[src/rtl/pipe_arith_pkg.sv]
// Shared constants and the inter-stage record for the pipelined
// 64-bit add/subtract datapath.
package pipe_arith_pkg;

  localparam int WIDTH  = 64;
  localparam int SLICE  = 16;
  localparam int STAGES = WIDTH / SLICE;

  typedef struct packed {
    logic             valid;
    logic [WIDTH-1:0] a;
    logic [WIDTH-1:0] b;
    logic [WIDTH-1:0] res;
    logic             c;
    logic             zero_acc;
    logic             op_sub;
    logic             a_sgn;
    logic             b_sgn;
    logic             ovf;
  } stage_t;

endpackage

[src/rtl/pipe_sub_64bit_if.sv]
// Operand/result streaming bundle for pipe_sub_64bit.
// The block plays the slave side; the producer/consumer plays master.
interface pipe_sub_64bit_if;
  import pipe_arith_pkg::*;

  logic             in_valid;
  logic             in_ready;
  logic [WIDTH-1:0] a;
  logic [WIDTH-1:0] b;
  logic             op_sub;
  logic             out_valid;
  logic             out_ready;
  logic [WIDTH-1:0] result;
  logic             carry;
  logic             borrow;
  logic             ovf;
  logic             zero;

  modport slave (
    input  in_valid, a, b, op_sub, out_ready,
    output in_ready, out_valid, result,
    output carry, borrow, ovf, zero
  );

  modport master (
    output in_valid, a, b, op_sub, out_ready,
    input  in_ready, out_valid, result,
    input  carry, borrow, ovf, zero
  );

endinterface

[src/rtl/pipe_sub_slice16.sv]
// Combinational 16-bit carry-look-ahead slice with optional
// operand inversion for subtraction (4-bit groups, two-level).
module pipe_sub_slice16 (
  input  logic [15:0] i_a,
  input  logic [15:0] i_b,
  input  logic        i_cin,
  input  logic        i_op_sub,
  output logic [15:0] o_sum,
  output logic        o_cout,
  output logic        o_zero
);

  logic [15:0] w_bb;
  logic [15:0] w_g;
  logic [15:0] w_p;
  logic [15:0] w_c;
  logic [3:0]  w_gg;
  logic [3:0]  w_gp;
  logic [4:0]  w_gc;

  always_comb begin
    w_bb = i_b ^ {16{i_op_sub}};
    w_g  = i_a & w_bb;
    w_p  = i_a ^ w_bb;
    w_gg = '0;
    w_gp = '0;
    w_gc = '0;
    w_c  = '0;
    for (int n = 0; n < 4; n++) begin
      w_gg[n] = w_g[4*n];
      for (int j = 1; j < 4; j++)
        w_gg[n] = w_g[4*n+j] | (w_p[4*n+j] & w_gg[n]);
      w_gp[n] = &w_p[4*n +: 4];
    end
    w_gc[0] = i_cin;
    for (int n = 0; n < 4; n++)
      w_gc[n+1] = w_gg[n] | (w_gp[n] & w_gc[n]);
    // group carries seed each nibble; bits inside a nibble ripple locally
    for (int i = 0; i < 16; i++) begin
      if (i % 4 == 0)
        w_c[i] = w_gc[i/4];
      else
        w_c[i] = w_g[i-1] | (w_p[i-1] & w_c[i-1]);
    end
  end

  assign o_sum  = w_p ^ w_c;
  assign o_cout = w_gc[4];
  assign o_zero = ~|o_sum;

endmodule

[src/rtl/pipe_sub_64bit.sv]
// Four-stage pipelined 64-bit add/subtract, one 16-bit slice per
// stage, with a global valid/ready stall and registered flags.
module pipe_sub_64bit
  import pipe_arith_pkg::*;
(
  input  logic            clk,
  input  logic            rst,
  pipe_sub_64bit_if.slave bus
);

  logic   w_adv;
  stage_t w_in;
  stage_t w_last;

  always_comb begin
    w_in          = '0;
    w_in.valid    = bus.in_valid;
    w_in.a        = bus.a;
    w_in.b        = bus.b;
    w_in.op_sub   = bus.op_sub;
    w_in.c        = bus.op_sub;
    w_in.zero_acc = 1'b1;
    w_in.a_sgn    = bus.a[WIDTH-1];
    w_in.b_sgn    = bus.b[WIDTH-1] ^ bus.op_sub;
  end

  for (genvar k = 0; k < STAGES; k++) begin : g_st
    stage_t           w_src;
    stage_t           w_nxt;
    stage_t           r_q;
    logic [SLICE-1:0] w_sum;
    logic             w_cout;
    logic             w_zero;

    if (k == 0) begin : g_first
      assign w_src = w_in;
    end else begin : g_next
      assign w_src = g_st[k-1].r_q;
    end

    pipe_sub_slice16 u_slice (
      .i_a      (w_src.a[k*SLICE +: SLICE]),
      .i_b      (w_src.b[k*SLICE +: SLICE]),
      .i_cin    (w_src.c),
      .i_op_sub (w_src.op_sub),
      .o_sum    (w_sum),
      .o_cout   (w_cout),
      .o_zero   (w_zero)
    );

    always_comb begin
      w_nxt = w_src;
      w_nxt.res[k*SLICE +: SLICE] = w_sum;
      w_nxt.c        = w_cout;
      w_nxt.zero_acc = w_src.zero_acc & w_zero;
      if (k == STAGES-1)
        w_nxt.ovf = (w_src.a_sgn == w_src.b_sgn) &
                    (w_sum[SLICE-1] != w_src.a_sgn);
    end

    always_ff @(posedge clk) begin
      if (rst)
        r_q.valid <= 1'b0;
      else if (w_adv)
        r_q <= w_nxt;
    end
  end

  assign w_last = g_st[STAGES-1].r_q;
  assign w_adv  = ~w_last.valid | bus.out_ready;

  // data flops are unreset, so everything is gated by the last valid
  assign bus.in_ready  = w_adv;
  assign bus.out_valid = w_last.valid;
  assign bus.result    = w_last.valid ? w_last.res : '0;
  assign bus.carry     = w_last.valid & w_last.c;
  assign bus.borrow    = w_last.valid & w_last.op_sub & ~w_last.c;
  assign bus.ovf       = w_last.valid & w_last.ovf;
  assign bus.zero      = w_last.valid & w_last.zero_acc;

endmodule
[src/flat_wrapper.sv]
// flat-port wrapper written by rule: the top's interface ports become plain ports
module pipe_sub_64bit_flat import pipe_arith_pkg::*;
  (clk, rst, bus_in_valid, bus_a, bus_b, bus_op_sub, bus_out_ready, bus_in_ready, bus_out_valid, bus_result, bus_carry, bus_borrow, bus_ovf, bus_zero);
  pipe_sub_64bit_if bus_i ();
  input  logic clk;
  input  logic rst;
  input wire logic [$bits(bus_i.in_valid)-1:0] bus_in_valid;
  input wire logic [$bits(bus_i.a)-1:0] bus_a;
  input wire logic [$bits(bus_i.b)-1:0] bus_b;
  input wire logic [$bits(bus_i.op_sub)-1:0] bus_op_sub;
  input wire logic [$bits(bus_i.out_ready)-1:0] bus_out_ready;
  output wire logic [$bits(bus_i.in_ready)-1:0] bus_in_ready;
  output wire logic [$bits(bus_i.out_valid)-1:0] bus_out_valid;
  output wire logic [$bits(bus_i.result)-1:0] bus_result;
  output wire logic [$bits(bus_i.carry)-1:0] bus_carry;
  output wire logic [$bits(bus_i.borrow)-1:0] bus_borrow;
  output wire logic [$bits(bus_i.ovf)-1:0] bus_ovf;
  output wire logic [$bits(bus_i.zero)-1:0] bus_zero;
  assign bus_i.in_valid = bus_in_valid;
  assign bus_i.a = bus_a;
  assign bus_i.b = bus_b;
  assign bus_i.op_sub = bus_op_sub;
  assign bus_i.out_ready = bus_out_ready;
  assign bus_in_ready = bus_i.in_ready;
  assign bus_out_valid = bus_i.out_valid;
  assign bus_result = bus_i.result;
  assign bus_carry = bus_i.carry;
  assign bus_borrow = bus_i.borrow;
  assign bus_ovf = bus_i.ovf;
  assign bus_zero = bus_i.zero;
  pipe_sub_64bit u_core (.clk(clk), .rst(rst), .bus(bus_i));
endmodule
[config.mk]
export PLATFORM = sky130hd
export DESIGN_NAME = pipe_sub_64bit_flat
export DESIGN_NICKNAME = d
export VERILOG_FILES = /design/src/rtl/pipe_arith_pkg.sv /design/src/rtl/pipe_sub_64bit_if.sv /design/src/rtl/pipe_sub_slice16.sv /design/src/rtl/pipe_sub_64bit.sv /design/src/flat_wrapper.sv
export SDC_FILE = /design/constraint.sdc
export NUM_CORES = 1
export LEC_CHECK = 0
export CAP_MARGIN = 20
export CORE_MARGIN = 2
export CORE_UTILIZATION = 55
export DETAILED_ROUTE_END_ITERATION = 6
export DONT_BUFFER_PORTS = 1
export PLACE_DENSITY = 0.7
export SETUP_SLACK_MARGIN = 0.2
export SLEW_MARGIN = 20
export SYNTH_ARGS = -nofsm -noshare
export SYNTH_HDL_FRONTEND = slang
export SYNTH_SLANG_ARGS = --single-unit
[constraint.sdc]
create_clock -name clk -period 28 [get_ports clk]
set_input_delay 5.6 -clock clk [delete_from_list [all_inputs] [get_ports clk]]
set_output_delay 5.6 -clock clk [all_outputs]
set_load 0.01 [all_outputs]
==> summary.md, run 1 <==
The run finished with clean final reports. The run gives 1286 as the number of instances in the placed design. Class of the most critical setup path: in2out. From synthesis to final layout, the design area changed by 11.43%. Number of setup buffers added after CTS: 0. TritonCTS built the clock tree. For the synthesized netlist cell count, the log shows 920.

The tools report the number of buffers added by the clock tree synthesis step as 40. In the detailed route, the total length drawn on met3 is 1.946 mm. The synthesized design contains 372 register bits. The critical path goes through nor2b_1 -> inv_1. Of the available clock period, the critical path in the final layout requires 42.32%. Across the run, the number of max-cap violations was 0. The tools report the final-report hold violation count as 0. In the layout the commonest cells are edfxtp_1, inv_1, and2_1. For this run the aggregate overflow at the end of global routing stands at 0. A synthesized cell averages 16.76 sq um. The tools report the setup total negative slack as 0 ns. Wire segments on met2 add up to 10.67 mm in the final route.

The reg-to-reg startpoint was u_core.g_st[0].r_q[3]. The family with the most delay on the worst path was simple AND/OR/NAND/NOR gates. The count of port buffers added during placement is 0, and the height of the chip is 171.5 um. The first global-routing pass estimated 34.64 mm of wire. The run gives 15880 sq um as the total cell area at the placement stage.

The number of top-level design ports is 203. Path class of the lowest-slack min-delay path: reg2reg. The pin count of the biggest net entering global routing was 203; the number of distinct standard cells referenced by the synthesized netlist was 38.

Routability-driven placement finished with a final weighted congestion of 0.7589. The origin of the worst min-delay path is u_core.g_st[2].r_q[23]. Across the routed clock network, the largest skew measured is 0.01417 ns. The detailed-router iteration count before antenna repair came out at 4. Across every metal layer, demand over resource in global routing totals 15.49%. The remaining max-slew budget at the tightest pin was 29.11%. The mapped cell area is 15420 sq um.

In the final routing, the length of wire on met1 measures 9.117 mm. The highest layer touched by signal routing is met5. Setup slack on the worst reg-to-reg path comes out at 22.61 ns. The number of non-filler instances in the completed layout came out at 1360. The analysis attributes to cell leakage a power of 6.660 nW.

The worst setup path is launched from an input port. The vias after detailed routing is 6821. At the end of the flow, the number of nets in the layout was 1194. The critical path buffer and inverter count was 1. For hold timing, the worst endpoint is u_core.g_st[3].r_q[23]. The logs give 0.52 ns for the worst-skew pair later-pin latency and 29400 sq um for the full die area. The number of antenna violations at the first check in global routing is 6.

Number of setup violations in the final report: 0. For this configuration, the core starts out at a cell density of 55.67%. Worst reg2reg path depth: 14. Data arrives at the worst endpoint at 6.25 ns. For this run, the slowest stage of the critical path takes 0.47 ns. Leaving out fill and tap cells, the most frequent cell in the layout is edfxtp_1. The worst hold path was traced through 0 stages.

The clock passes through at most 3 buffers. Root buffer cell: clkbuf_16. The critical-path cell with the highest stage delay was nor2b_1. Setup repair after global routing left no endpoint under its margin. Row generation in the floorplan step produced 61 rows. After clock tree synthesis, the clock-pin slew on the worst setup and hold paths is 0.06 ns.

The maximum fanout count along the critical path is 6, and the overall die width is 171.5 um. The clock drives 372 sinks. The worst register-to-register path ends at u_core.g_st[1].r_q[4]. The hold buffer count at cts is 0. The logs give 0 for the post-detailed-route DRC marker count and 22.40 ns for the required time reported for the critical path endpoint. Cells with a size suffix above 1 make up 6.646% of the layout. Total design power: 1.337 mW. The number of violations reported at the end of detailed-routing iteration 0 is 414, and the core region area is 27710 sq um. In this run the power density over the cells is 77.77 nW/um^2. The number of slew-limit violations in the final report is 0. The slew at the pin closest to its max-slew limit was 1.063 ns. For this run, the share of the core covered by cells in the final layout is 62.03%. Synthesis produced a netlist with a net count of 1164. The H-tree was split into 2 levels. For the finished layout, the period the worst path requires is 11.85 ns. The tools report the total of fill cells in the finished design as 2054. Detailed placement ended at an HPWL of 15.19 mm. Using the TritonRoute via totals, the vias-per-cell ratio works out to 5.015. In the final routed layout, each cell accounts on average for 16.38 um.

Yosys printed 0 warnings. The worst-case IR drop observed on VDD is 54.94 uV. The number of gates resized after cts is 0, and the maximum operating frequency is 0.08439 GHz. The finished cells cover 17190 sq um. For this run, the register share of the synthesized area comes to 72.17%. Critical path capture point type: an output pin. The number of global-route vias before repair is 6917. The remaining number of nets flagged by the antenna check after routing is 0.

Summed over all layers, the routed wires come to 22.28 mm.
==> worst max path at each step <==
stage / to / startpoint / cells past startpoint
2_1_floorplan: u_core.g_st[0].r_q[100] / bus_out_ready / 3
3_3_place_gp: bus_in_ready / bus_out_ready / 2
3_5_place_dp: bus_in_ready / bus_out_ready / 2
4_1_cts: bus_in_ready / bus_out_ready / 2
5_1_grt: bus_in_ready / bus_out_ready / 2
6_report: bus_in_ready / bus_out_ready / 2
==> layout make-up <==
| class | count | area [sq um] | area share (%) |
|---|---|---|---|
| clock inverter | 22 | 244.0 | 1.420 |
| tap | 378 | 473.0 | 2.752 |
| clock buffer | 48 | 1052 | 6.123 |
| inverter | 135 | 506.7 | 2.948 |
| multi-input combinational | 397 | 3724 | 21.67 |
| sequential | 372 | 11130 | 64.79 |
| antenna | 4 | 10.01 | 0.05824 |
| timing repair buffer | 4 | 42.54 | 0.2475 |
==> metrics by stage <==
step / hold slack [ns] / setup slack, ns
after floorplan: 0.4003 / 5.848
after global placement: 0.4003 / 16.18
after detailed placement: 0.4045 / 16.15
after CTS: 0.4075 / 16.15
after global routing: 0.4036 / 16.05
final: 0.4065 / 16.15
==> cells by family after synthesis <==
group,Yosys count,share of synthesized area [%]
flops,372,72.17
buf+inv,151,3.740
simple gates,135,5.078
fa+ha+maj,111,11.29
xor+xnor,82,4.656
compound gates,65,2.799
mux,4,0.2677
==> per-layer routing <==
layer | track usage, % | up-vias
li1 | - | 3315
met1 | 19.44 | 3259
met2 | 24.57 | 191
met3 | 5.867 | 52
met4 | 6.006 | 4
met5 | 0 | -
==> registers in the layout, summed over array words and instances, names as in the netlist <==
name                  cells
u_core.g_st.r_q         371
u_core.bus.out_valid      1
==> cells in the mapped netlist <==
cell type,count,area (sq um)
a211o_1,3,26.28
a21oi_1,18,90.09
nand3_1,2,10.01
mux2_2,1,11.26
inv_1,135,506.7
fa_1,47,940.9
nor4b_1,2,17.52
a2111oi_2,1,15.01
dfxtp_1,4,80.08
clkbuf_1,8,30.03
and3b_1,1,8.760
a21boi_0,1,7.510
o31a_1,2,17.52
xor2_1,66,578.1
and4_1,3,26.28
xnor2_1,16,140.1
edfxtp_1,368,11050
a21bo_2,1,10.01
o21ai_0,12,60.06
nor4_1,5,31.28
or4_1,5,37.54
a211oi_1,4,30.03
mux2i_1,3,30.03
nand4_1,14,87.58
a21oi_2,1,8.760
and2_1,70,437.9
o21a_1,1,7.510
nand2_1,14,52.55
buf_2,8,40.04
ha_1,64,800.8
o211ai_1,1,7.510
a221oi_1,2,17.52
a21o_1,14,105.1
a31oi_1,2,12.51
o21bai_1,1,7.510
nor2_1,18,67.56
o2111ai_1,1,8.760
nor2b_1,1,6.260
==> power breakdown <==
| group | internal, mW | switching [mW] |
|---|---|---|
| registers | 0.683 | 0.0155 |
| clock network | 0.314 | 0.200 |
| logic | 0.0497 | 0.0745 |
| total | 1.05 | 0.290 |
Note: power is estimated with default switching activity, not from simulation.
==> run 2, diff against run 1 <==
Settings changed: PLACE_DENSITY 0.7 to 0.73.
Clock period 28 ns to 10.75 ns, I/O delays scaled along.
==> summary.md, run 2 (synthesized netlist as in run 1, its figures left out) <==
The area of the multi-input gates was 3724 sq um (unchanged); the wire length of the first global-routing pass was 34.99 mm (+1.0%). The worst setup path is captured at a register. The remaining max-slew budget at the tightest pin was 30.72% (+1.6 points).

Number of setup violations in the final report: 0 (unchanged). The detailed-route vias per instance came out at 5.016 (about the same). The run gives 27710 sq um (unchanged) as the core region area. The tools report the number of non-filler instances in the completed layout as 1361 (+0.074%).

The maximum fanout count along the critical path is 21 (+15), and the height of the chip is 171.5 um (unchanged). The number of gates resized after cts was 0 (unchanged); the total global routing track utilization was 15.54% (+0.050 points). In the layout the commonest cells are edfxtp_1, inv_1, and2_1. The worst path needs 5.226 ns of the cycle, external delays included. For the maximum operating frequency, the log shows 0.1914 GHz.

The class of the most critical setup path was in2reg. The logs give 132.0 uV (+140%) for the peak supply drop and 0 (unchanged) for the number of setup buffers added after CTS. The tools report the root buffer cell as clkbuf_16.

The logs give 0 (unchanged) for the post-detailed-route DRC marker count and 11130 sq um (unchanged) for the total area of sequential cells. The origin of the worst min-delay path was u_core.g_st[1].r_q[196]. Ranked by flip-flop count, first place goes to u_core.g_st.r_q.

The remaining global-route overflow is 0 (unchanged). The run gives 2 (unchanged) as the number of levels the H-tree was split into. The required time reported for the critical path endpoint came out at 11.13 ns (-11.27 ns). For the total wire length, the log shows 22.64 mm (+1.6%). The peak per-stage delay on the critical path came out at 0.51 ns (+0.04 ns).

The half-perimeter wire length after placement is 15.69 mm (+3.3%), and the worst hold path stage count is 0 (unchanged). Hold buffer count at cts: 0 (unchanged). Power per standard cell area: 197.6 nW/um^2 (+150%). The tools report the count of clock tree sinks as 372 (unchanged). The vias after detailed routing was 6827 (+0.088%); the number of antenna violations at the first check in global routing was 4 (-2). The overall die width works out to 171.5 um (unchanged).

The area growth from synthesis to layout came out at 10.67%. For the final-report hold violation count, the log shows 0 (unchanged). For the setup total negative slack, the log shows 0 ns (unchanged).

The critical-path cell with the highest stage delay is fa_1. The startpoint kind of the worst setup timing path was an input port. The clock edge transition at the registers on the reported setup and hold paths works out to 0.06 ns (about the same). Leading cell type in the layout, fill and taps excluded: edfxtp_1. The logs give 5.87 ns (-16.74 ns) for the slack of the worst reg-to-reg path and 38 (-5.0%) for the number of buffers added by the clock tree synthesis step.

The worst-skew pair later-pin latency is 0.51 ns (about the same), and the effective utilization at floorplan is 55.67% (unchanged). Number of global-route vias before repair: 7031 (+1.6%). The tools report the number of top-level design ports as 203 (unchanged). The path class of the tightest hold or removal check is reg2reg. Setup repair after global routing left no endpoint under its margin.

Most common cell type on the critical path: fa_1. Capturing point of the worst reg2reg path: u_core.g_st[2].r_q[4]. The worst reg2reg path depth was 13 (-1); the remaining number of nets flagged by the antenna check after routing was 0 (unchanged). Reg-to-reg startpoint: u_core.g_st[1].r_q[3].

The run finished with clean final reports. The run gives 5.60 ns (-0.65 ns) as the arrival time at the worst endpoint. The pin count of the biggest net entering global routing is 93 (-54%), and the post-route clock period utilization is 48.61%.

For the global placer's final weighted congestion, the log shows 0.8105 (+6.8%). The number of instances in the placed design came out at 1287 (+0.078%). The per-cell routed wire length was 16.63 um (+1.5%).

The row count is 61 (unchanged). The tools report the sink of the worst hold path as u_core.g_st[2].r_q[196]. The critical path buffer and inverter count came out at 1 (unchanged). The kind of cell with the highest combined delay along the critical path is adder cells. Count of port buffers added during placement: 0 (unchanged). The run gives 0 (unchanged) as the number of slew-limit violations in the final report. The tools report the static power due to leakage as 6.602 nW (-0.86%). The tools report the max-capacitance violation count as 0 (unchanged). The slew at the pin closest to its max-slew limit is 1.039 ns (-0.02418 ns). The critical path goes through xor2_1 -> ha_1 -> and4_1 -> a2111oi_2 -> nor2_1 -> a211o_1 -> a21oi_2 -> fa_1 -> fa_1 -> fa_1 -> inv_1 -> or4_1 -> nor4_1 -> and2_1. The buffer depth of the longest clock path was 3 (unchanged). The flip-flop count of the largest register, all copies and words added is 371 (unchanged). Detailed-router iteration count before antenna repair: 4 (unchanged). Number of violations reported at the end of detailed-routing iteration 0: 405 (-2.2%). TritonCTS built the clock tree. Full die area: 29400 sq um (unchanged). Post-layout net count: 1193 (-0.084%). The worst-case clock skew was 0.01503 ns (+0.0008644 ns). The total of fill cells in the finished design was 2024 (-1.5%).

The layout cell share with drive strength beyond 1 works out to 6.442% (-0.20 points).
## run 2: how the worst max path moves through the flow
stage	slack, ns	startpoint	cells past startpoint	end
after CTS	5.54	bus_op_sub	14	u_core.g_st[0].r_q[4]
after global routing	5.28	bus_op_sub	14	u_core.g_st[0].r_q[4]
after global placement	5.10	bus_op_sub	14	u_core.g_st[0].r_q[4]
after detailed placement	5.02	bus_op_sub	14	u_core.g_st[0].r_q[4]
after floorplan	2.46	bus_out_ready	3	u_core.g_st[0].r_q[100]
final	5.52	bus_op_sub	14	u_core.g_st[0].r_q[4]
## run 2: worst reg2reg max path, cell delays in order (launching register included)
cell	delay (ns)
edfxtp_1	1.03
xor2_1	0.25
ha_1	0.33
a21oi_1	0.08
o21ai_0	0.23
o21ai_0	0.18
a31oi_1	0.33
nor2_1	0.12
fa_1	0.44
fa_1	0.44
fa_1	0.55
nand3_1	0.10
or4_1	0.40
nor4_1	0.22
## run 2: layer usage
metal	global-route usage (%)	share of wire (%)	vias to the layer above
li1	-	-	3308
met1	18.89	41	3307
met2	26.44	50	176
met3	4.832	6.6	36
met4	5.343	2.3	0
met5	0	0	-
## run 2: metrics by stage
stage               power, mW  worst slack (ns)  instance area (sq um)  hold WS (ns)  util (%)
finish                  3.373             5.524                  17070        0.4088     61.61
global route            3.527             5.278                  17060        0.4219     61.58
CTS                     3.416             5.544                  17050        0.4155     61.54
detailed placement      2.182             5.020                  15870        0.4045     57.29
global placement        2.165             5.105                  15870        0.4010     57.29
floorplan               2.096             2.458                  15430        0.4003         -
## run 2: where the power goes
part / internal (mW) / switching (mW) / total (mW) / leakage [nW]
sequential: 1.78 / 0.0434 / 1.82 / 3.63
clock: 0.722 / 0.507 / 1.23 / 0.564
combinational: 0.129 / 0.193 / 0.322 / 2.41
## run 2: cell type report
type                       count  area share [%]
timing repair buffer           5          0.2419
clock buffer                  50           6.018
tap                          378           2.771
clock inverter                19          0.8796
sequential                   372           65.23
multi-input combinational    397           21.81
antenna                        5         0.07330
inverter                     135           2.969
